File: src/rtl/jpriority_encoder.sv
// Registered request encoder: latches request lines into a sticky pending set and presents
// one pending line at a time as a binary index until acknowledged.
// Optional round-robin selection: define JPRIORITY_ENCODER_ROUND_ROBIN_EN (default: fixed, lowest index wins).
//
// state   | meaning
// IDLE    | nothing pending, wvalid=0, bos keeps its last value
// PRESENT | bos holds a pending line, wvalid=1, waiting for wack
module jpriority_encoder #(
   parameter int N  = 2,
   parameter int N2 = 4
) (
   input  logic          wclk,
   input  logic          wrst_n,
   input  logic [N2-1:0] bis,
   input  logic          wack,
   output logic [N-1:0]  bos,
   output logic          wvalid,
   output logic          wmore
);

   typedef enum logic {IDLE, PRESENT} state_t;

   state_t        r_state;
   state_t        w_state_nxt;
   logic [N2-1:0] r_pending;
   logic [N2-1:0] w_pending_nxt;
   logic [N2-1:0] w_onehot;
   logic [N2-1:0] w_clr;
   logic [N-1:0]  r_bos;
   logic [N-1:0]  w_bos_nxt;
   logic [N-1:0]  w_start;
   logic [N-1:0]  w_sel;
   logic          w_sel_any;
   logic          w_accept;

   assign w_onehot = {{(N2-1){1'b0}}, 1'b1} << r_bos;
   assign w_accept = (r_state == PRESENT) && wack;
   assign w_clr    = w_accept ? w_onehot : '0;
   // New requests are OR-ed in after the clear so a re-request on the retiring edge survives.
   assign w_pending_nxt = (r_pending & ~w_clr) | bis;

`ifdef JPRIORITY_ENCODER_ROUND_ROBIN_EN
   logic [N-1:0] r_ptr;

   // On an accepting edge the search already starts past the retiring index.
   assign w_start = w_accept ? (r_bos + N'(1)) : r_ptr;

   always_ff @(posedge wclk or negedge wrst_n) begin
      if (!wrst_n) begin
         r_ptr <= '0;
      end else if (w_accept) begin
         r_ptr <= r_bos + N'(1);
      end
   end
`else
   assign w_start = '0;
`endif

   always_comb begin
      logic [N-1:0] v_idx;
      v_idx     = '0;
      w_sel     = '0;
      w_sel_any = 1'b0;
      // Descending walk so the candidate closest to w_start is written last and wins.
      for (int i = N2 - 1; i >= 0; i--) begin
         v_idx = w_start + N'(i);
         if (w_pending_nxt[v_idx]) begin
            w_sel     = v_idx;
            w_sel_any = 1'b1;
         end
      end
   end

   always_comb begin
      w_state_nxt = r_state;
      w_bos_nxt   = r_bos;
      case (r_state)
         IDLE: begin
            if (w_sel_any) begin
               w_bos_nxt   = w_sel;
               w_state_nxt = PRESENT;
            end
         end
         PRESENT: begin
            if (wack) begin
               if (w_sel_any) begin
                  w_bos_nxt = w_sel;
               end else begin
                  w_state_nxt = IDLE;
               end
            end
         end
         default: w_state_nxt = IDLE;
      endcase
   end

   always_ff @(posedge wclk or negedge wrst_n) begin
      if (!wrst_n) begin
         r_state   <= IDLE;
         r_pending <= '0;
         r_bos     <= '0;
      end else begin
         r_state   <= w_state_nxt;
         r_pending <= w_pending_nxt;
         r_bos     <= w_bos_nxt;
      end
   end

   assign bos    = r_bos;
   assign wvalid = (r_state == PRESENT);
   assign wmore  = wvalid && (|(r_pending & ~w_onehot));

endmodule

File: config.mk
export PLATFORM = sky130hd
export DESIGN_NAME = jpriority_encoder
export DESIGN_NICKNAME = d
export VERILOG_FILES = /design/src/rtl/jpriority_encoder.sv
export SDC_FILE = /design/constraint.sdc
export NUM_CORES = 1
export LEC_CHECK = 0
export ABC_AREA = 0
export CAP_MARGIN = 25
export CORE_UTILIZATION = 28
export CTS_CLUSTER_DIAMETER = 120
export DETAILED_ROUTE_END_ITERATION = 7
export GPL_ROUTABILITY_DRIVEN = 0
export SKIP_LAST_GASP = 1
export SYNTH_ARGS = -nofsm -noshare
export SYNTH_HDL_FRONTEND = slang
export SYNTH_SLANG_ARGS = --single-unit
export TNS_END_PERCENT = 30
File: constraint.sdc
create_clock -name wclk -period 2.3 [get_ports wclk]
set_clock_uncertainty 0.1 [all_clocks]
set_input_delay 0.46 -clock wclk [delete_from_list [all_inputs] [get_ports wclk]]
set_output_delay 0.46 -clock wclk [all_outputs]
set_load 0.02 [all_outputs]
==> key figures, run 1 <==
Status
  • Outcome: finished, final reports clean

Synthesis
  • Syn_nets: 43
  • Warnings, synthesis: 0
  • Number of library cell types mapped by synthesis: 20
  • Register area share after synthesis: 47.5%
  • Yosys reg bits: 7
  • Synth Instances: 36
  • Area share of the largest cell type after synthesis: 47.5%
  • Mapped Area: 369 sq um
  • Largest cells by area after synthesis: dfrtp_1, a21oi_1, a21oi_2, nand4b_1, buf_6
  • Synth Area per Inst: 10.3 sq um
  • Cell type with the highest aggregate area in the netlist: dfrtp_1

Setup path
  • WP data arrival: 1.52 ns
  • RR Startpoint: bos[1]$_DFFE_PN0P_
  • Max incr delay on CP: 0.41 ns
  • WP data required: 1.74 ns
  • Slowest CP cell: dfrtp_1
  • Critical path origin: bos[1]$_DFFE_PN0P_
  • Crit start category: register
  • CP Capture Type: output port
  • Crit-path cells: mux2i_1 -> a32oi_1 -> o211a_1 -> dlygate4sd2_1
  • FF-to-FF path depth: 5
  • CP Max Fanout: 5
  • CP Class: register to output port

STA
  • RSZ-0062 raised after global routing: false
  • Pins Over Slew Limit: 0
  • Slew HR: 79.8%
  • Final period util: 90.6%
  • Setup tns final: 0 ns
  • Max Freq: 480 MHz
  • # setup viols final: 0
  • Final Hold Viols: 0
  • Worst slew pin tran: 0.302 ns
  • Hold slack: 0.363 ns
  • Final worst path period need: 2.08 ns
  • Final setup margin: 0.216 ns

Die
  • Core area: 0.00117 sq mm
  • Num ports: 11
  • Die width: 38.3 um
  • Die Area: 0.00147 sq mm
  • Starting Density: 31.5%
  • Num rows: 12
  • Die Y: 38.3 um

Final layout
  • Final core occ: 44.7%
  • Final Net Count: 60
  • Leading cell type in the layout, fill and taps excluded: clkdlybuf4s50_1
  • Most frequent cells in the layout: clkdlybuf4s50_1, dfrtp_1, a21oi_1
  • Area grow syn2layout: 41.7%
  • N_diodes: 0
  • Fraction of layout cells with a size suffix above 1: 21.2%
  • Filler instances: 110

Clock network
  • Worst-path clk slew: 0.05 ns
  • CTS Root Cell: clkbuf_4
  • Clock sinks: 7
  • Clk_lat worst skew: 0.25 ns
  • CTS HTree Levels: 1
  • Clock tree buffer depth: 2
  • Postcts setup bufs: 0
  • Cts bufs inserted: 3
  • TritonCTS clock tree: built

Global routing
  • Global route total overflow: 0
  • Largest net degree at the start of global routing: 8
  • Initial antenna violation count: 0
  • Vias in the first global route: 364
  • Total track usage: 15.9%
  • First-pass GRT wire length: 1.46 mm

Drt
  • WL/cell: 13.2 um
  • Drt total wl: 869 um
  • Residual DRC count: 0
  • Vias/cell: 5.02
  • Vias: 331
  • Drt pass-1 iters: 4
  • 1st-iter DRT viols: 5
  • Post-DRT Antenna Nets: 0

Placed design
  • Pre-CTS WS: 0.135 ns
  • IO buf count: 10
  • Hpwl dp: 658 um

Min path
  • Hold Crit Class: input port to asynchronous set/reset pin

Power and ir drop
  • Max VDD drop: 234 uV
  • Total power: 311 uW
  • Pleak: 0.000196 uW
  • Pwr Density: 595 mW/mm^2

Job
  • Max Cap Violations: 0
-- cell type report --
| class | count | area, sq um | share of cell area [%] |
|---|---|---|---|
| Clock buffer | 4 | 26.3 | 5.02 |
| Inverter | 5 | 18.8 | 3.59 |
| Multi-Input combinational cell | 23 | 164 | 31.3 |
| Sequential cell | 7 | 175 | 33.5 |
| Tap cell | 14 | 17.5 | 3.35 |
| Timing Repair Buffer | 13 | 121 | 23.2 |
-- sequential cells by signal, summed over array words and instances, names as in the netlist --
signal / count
bos: 2
r_pending: 4
wvalid: 1
-- path summary, 6_finish.rpt --
path / slack, ns / end
max: 0.22 / wmore
min: 0.36 / bos[0]$_DFFE_PN0P_
max reg2reg: 0.51 / wvalid$_DFF_PN0_
min reg2reg: 0.42 / r_pending[0]$_DFF_PN0_
max in group asynchronous: 1.50 / r_pending[2]$_DFF_PN0_
min in group wclk: 0.42 / r_pending[0]$_DFF_PN0_
-- logic make-up (layout without fill, tap and decap cells) --
family	Yosys count	in the layout	synth area share [%]
buf+inv	6	22	8.14
simple gates	10	10	18.0
mux	1	1	2.71
flops	7	7	47.5
compound gates	12	12	23.7
-- power by group --
group,total [uW],leakage [uW],internal [uW],switching (uW)
logic,62.6,0.000110,33.4,29.2
registers,140,0.0000713,132,8.10
clock network,109,0.0000150,66.0,42.5
total,311,0.000196,231,79.8
-- worst max-delay path, delay by kind of cell, from the launching register on --
kind	cells	cell delay, ns
muxes	1	0.22
buffers and inverters	1	0.32
AOI/OAI and AO/OA	2	0.33
DFF	1	0.41
-- synth_stat cells --
cell	n
a32oi_1	1
a21oi_1	5
or4_1	1
buf_6	1
nand4bb_1	1
dfrtp_1	7
and2b_1	1
a21boi_0	1
nor3_1	1
nand2_1	2
inv_2	2
nor2_1	1
o211a_1	1
nand4b_1	2
mux2i_1	1
o22a_1	1
o21ba_2	1
a21oi_2	2
nand4_1	1
inv_1	3
-- per-stage QoR --
step	cells	area [sq um]
after global routing	66	523
after CTS	66	523
after global placement	62	498
after floorplan	36	369
final	66	523
after detailed placement	62	498
-- what timing repair did --
item / 4_1_cts / 5_1_grt
setup endpoints to repair: 1 / 0
hold buffers: 0 / 0
resized for setup: 1 / 0
-- layer usage --
layer  share of wire (%)  vias up  GRT usage, %
li1                    -      164             -
met1                  43      158          15.1
met2                  52        7          27.1
met3                 4.0        2          3.49
met4                0.92        0          16.1
met5                   0        -             0
Note: power is estimated with default switching activity, not from simulation.
==> run 2: changes to the inputs <==
CORE_MARGIN = 8   (was unset)
CTS_CLUSTER_SIZE = 24   (was unset)
RECOVER_POWER = 100   (was unset)
==> key figures, run 2 (synthesis gave the netlist of run 1 again) <==
Setup path
  • Crit-path cells: dlygate4sd3_1 -> nand4b_1 -> a21oi_1 -> clkinv_1 -> or4_1
  • WP data arrival: 2.15 ns (+0.63 ns)
  • Max incr delay on CP: 0.62 ns (+0.21 ns)
  • CP Max Fanout: 5 (unchanged)
  • CP Class: input port to register
  • CP Capture Type: register
  • Crit start category: input port
  • Slowest CP cell: dlygate4sd3_1
  • CP bufs+invs: 2 (+1)
  • CP delay by family, top: buffers and inverters
  • WP data required: 2.31 ns (+0.57 ns)

Drt
  • Drt pass-1 iters: 4 (unchanged)
  • Post-DRT Antenna Nets: 0 (unchanged)
  • Routed wl met2: 383 um (-15%)
  • Vias: 318 (-3.9%)
  • Residual DRC count: 0 (unchanged)
  • Drt total wl: 874 um (+0.58%)
  • Met3 wire length: 78 um (+120%)
  • WL met1: 392 um (+5.1%)
  • Vias/cell: 4.75 (-5.4%)
  • WL/cell: 13.0 um (-0.93%)
  • Uppermost layer routed: met4
  • 1st-iter DRT viols: 7 (+2)

Die
  • Die width: 52.3 um (+37%)
  • Die Area: 0.00274 sq mm (+86%)
  • Core area: 0.00127 sq mm (+8.3%)
  • Die Y: 52.3 um (+37%)
  • Num ports: 11 (unchanged)
  • Num rows: 13 (+1)
  • Starting Density: 29.1% (-2.4 points)

STA
  • # setup viols final: 0 (unchanged)
  • Slew HR: 77.9% (-1.9 points)
  • Pins Over Slew Limit: 0 (unchanged)
  • Final worst path period need: 2.14 ns (+0.0566 ns)
  • Final period util: 93.0% (+2.5 points)
  • Setup tns final: 0 ns (unchanged)
  • Final Hold Viols: 0 (unchanged)
  • Worst slew pin tran: 0.330 ns (+0.0285 ns)
  • Max Freq: 467 MHz (-2.6%)
  • RSZ-0062 raised after global routing: false

Power and ir drop
  • Pleak: 0.000191 uW (-2.8%)
  • Pwr Density: 590 mW/mm^2 (-0.71%)
  • Max VDD drop: 238 uV (+2.0%)
  • Total power: 303 uW (-2.6%)

Placed design
  • Hpwl dp: 686 um (+4.2%)
  • Placed cells: 63 (+1.6%)
  • IO buf count: 10 (unchanged)

Global routing
  • Initial antenna violation count: 0 (unchanged)
  • Vias in the first global route: 337 (-7.4%)
  • Global route total overflow: 0 (unchanged)
  • Largest net degree at the start of global routing: 8 (unchanged)
  • First-pass GRT wire length: 1.40 mm (-4.2%)
  • Total track usage: 7.07% (-8.8 points)

Final layout
  • Final std cells w/o fill: 67 (+1.5%)
  • Filler instances: 143 (+30%)
  • Largest reg by FF count: r_pending
  • Final Net Count: 60 (unchanged)
  • Area grow syn2layout: 39.0%
  • N_diodes: 0 (unchanged)
  • Max reg flops: 4 (unchanged)
  • Fraction of layout cells with a size suffix above 1: 13.5% (-7.7 points)
  • Most frequent cells in the layout: a21oi_1, dfrtp_1, dlygate4sd3_1

Status
  • Outcome: finished, final reports clean

Min path
  • Hold Crit Class: register to register

Clock network
  • TritonCTS clock tree: built
  • Clock sinks: 7 (unchanged)
  • Cts-stage hold buffer count: 0 (unchanged)
  • Clock tree buffer depth: 2 (unchanged)
  • CTS Root Cell: clkbuf_4
  • Cts bufs inserted: 3 (unchanged)
  • CTS HTree Levels: 1 (unchanged)
  • Clk_lat worst skew: 0.24 ns (about the same)
  • Worst-path clk slew: 0.05 ns (about the same)

Job
  • Max Cap Violations: 0 (unchanged)
## run 2: changes by cell type in the layout (fill, tap and decap cells not counted)
cell and change:
clkdlybuf4s50_1 -5, dlygate4sd3_1 +5, a21oi_1 +2, a21oi_2 -2, buf_4 -1, clkbuf_1 +1
clkinv_1 +1, inv_2 -1
## run 2: area by class of cell
class | instances | area, sq um | area share, %
Timing Repair Buffer | 13 | 118 | 22.9
Sequential cell | 7 | 175 | 34.1
Clock buffer | 4 | 26.3 | 5.12
Tap cell | 15 | 18.8 | 3.66
Inverter | 5 | 18.8 | 3.66
Multi-Input combinational cell | 23 | 156 | 30.5
## run 2: worst min-delay path, cell delays in order (launching register included)
cell	delay, ns
dfrtp_1	0.33
a21oi_1	0.10
inv_2	0.05
## run 2: final timing paths
check / from / cells past startpoint / to / slack, ns
setup / recovery: wack / 5 / wvalid$_DFF_PN0_ / 0.16
max in group asynchronous: wrst_n / 1 / wvalid$_DFF_PN0_ / 1.41
hold / removal: r_pending[0]$_DFF_PN0_ / 2 / r_pending[0]$_DFF_PN0_ / 0.42
min in group asynchronous: wrst_n / 1 / r_pending[3]$_DFF_PN0_ / 0.45
hold reg to reg: r_pending[0]$_DFF_PN0_ / 2 / r_pending[0]$_DFF_PN0_ / 0.42
setup reg to reg: bos[1]$_DFFE_PN0P_ / 5 / wvalid$_DFF_PN0_ / 0.34
## run 2: where the power goes
part	total (uW)	switching [uW]	internal [uW]
logic	56.6	26.8	29.8
registers	139	7.54	132
clock network	107	41.0	65.9
## run 2: stage by stage
step | utilization, % | instance area, sq um | setup WS [ns] | hold WS (ns)
2_1_floorplan | - | 369 | 0.542 | 0.0644
3_3_place_gp | 39.3 | 499 | 0.121 | 0.398
3_5_place_dp | 39.3 | 499 | 0.144 | 0.393
4_1_cts | 41.3 | 524 | 0.167 | 0.367
5_1_grt | 40.4 | 513 | 0.0518 | 0.441
6_report | 40.4 | 513 | 0.160 | 0.424
## run 2: layer usage
layer | global-route usage, % | up-vias
li1 | - | 165
met1 | 7.78 | 140
met2 | 9.68 | 11
met3 | 2.56 | 2
met4 | 7.76 | 0
met5 | 0 | -
## run 2: what timing repair did
item,in CTS,in global routing
setup buffers,0,0
resized for setup,1,0
setup endpoints to repair,1,0
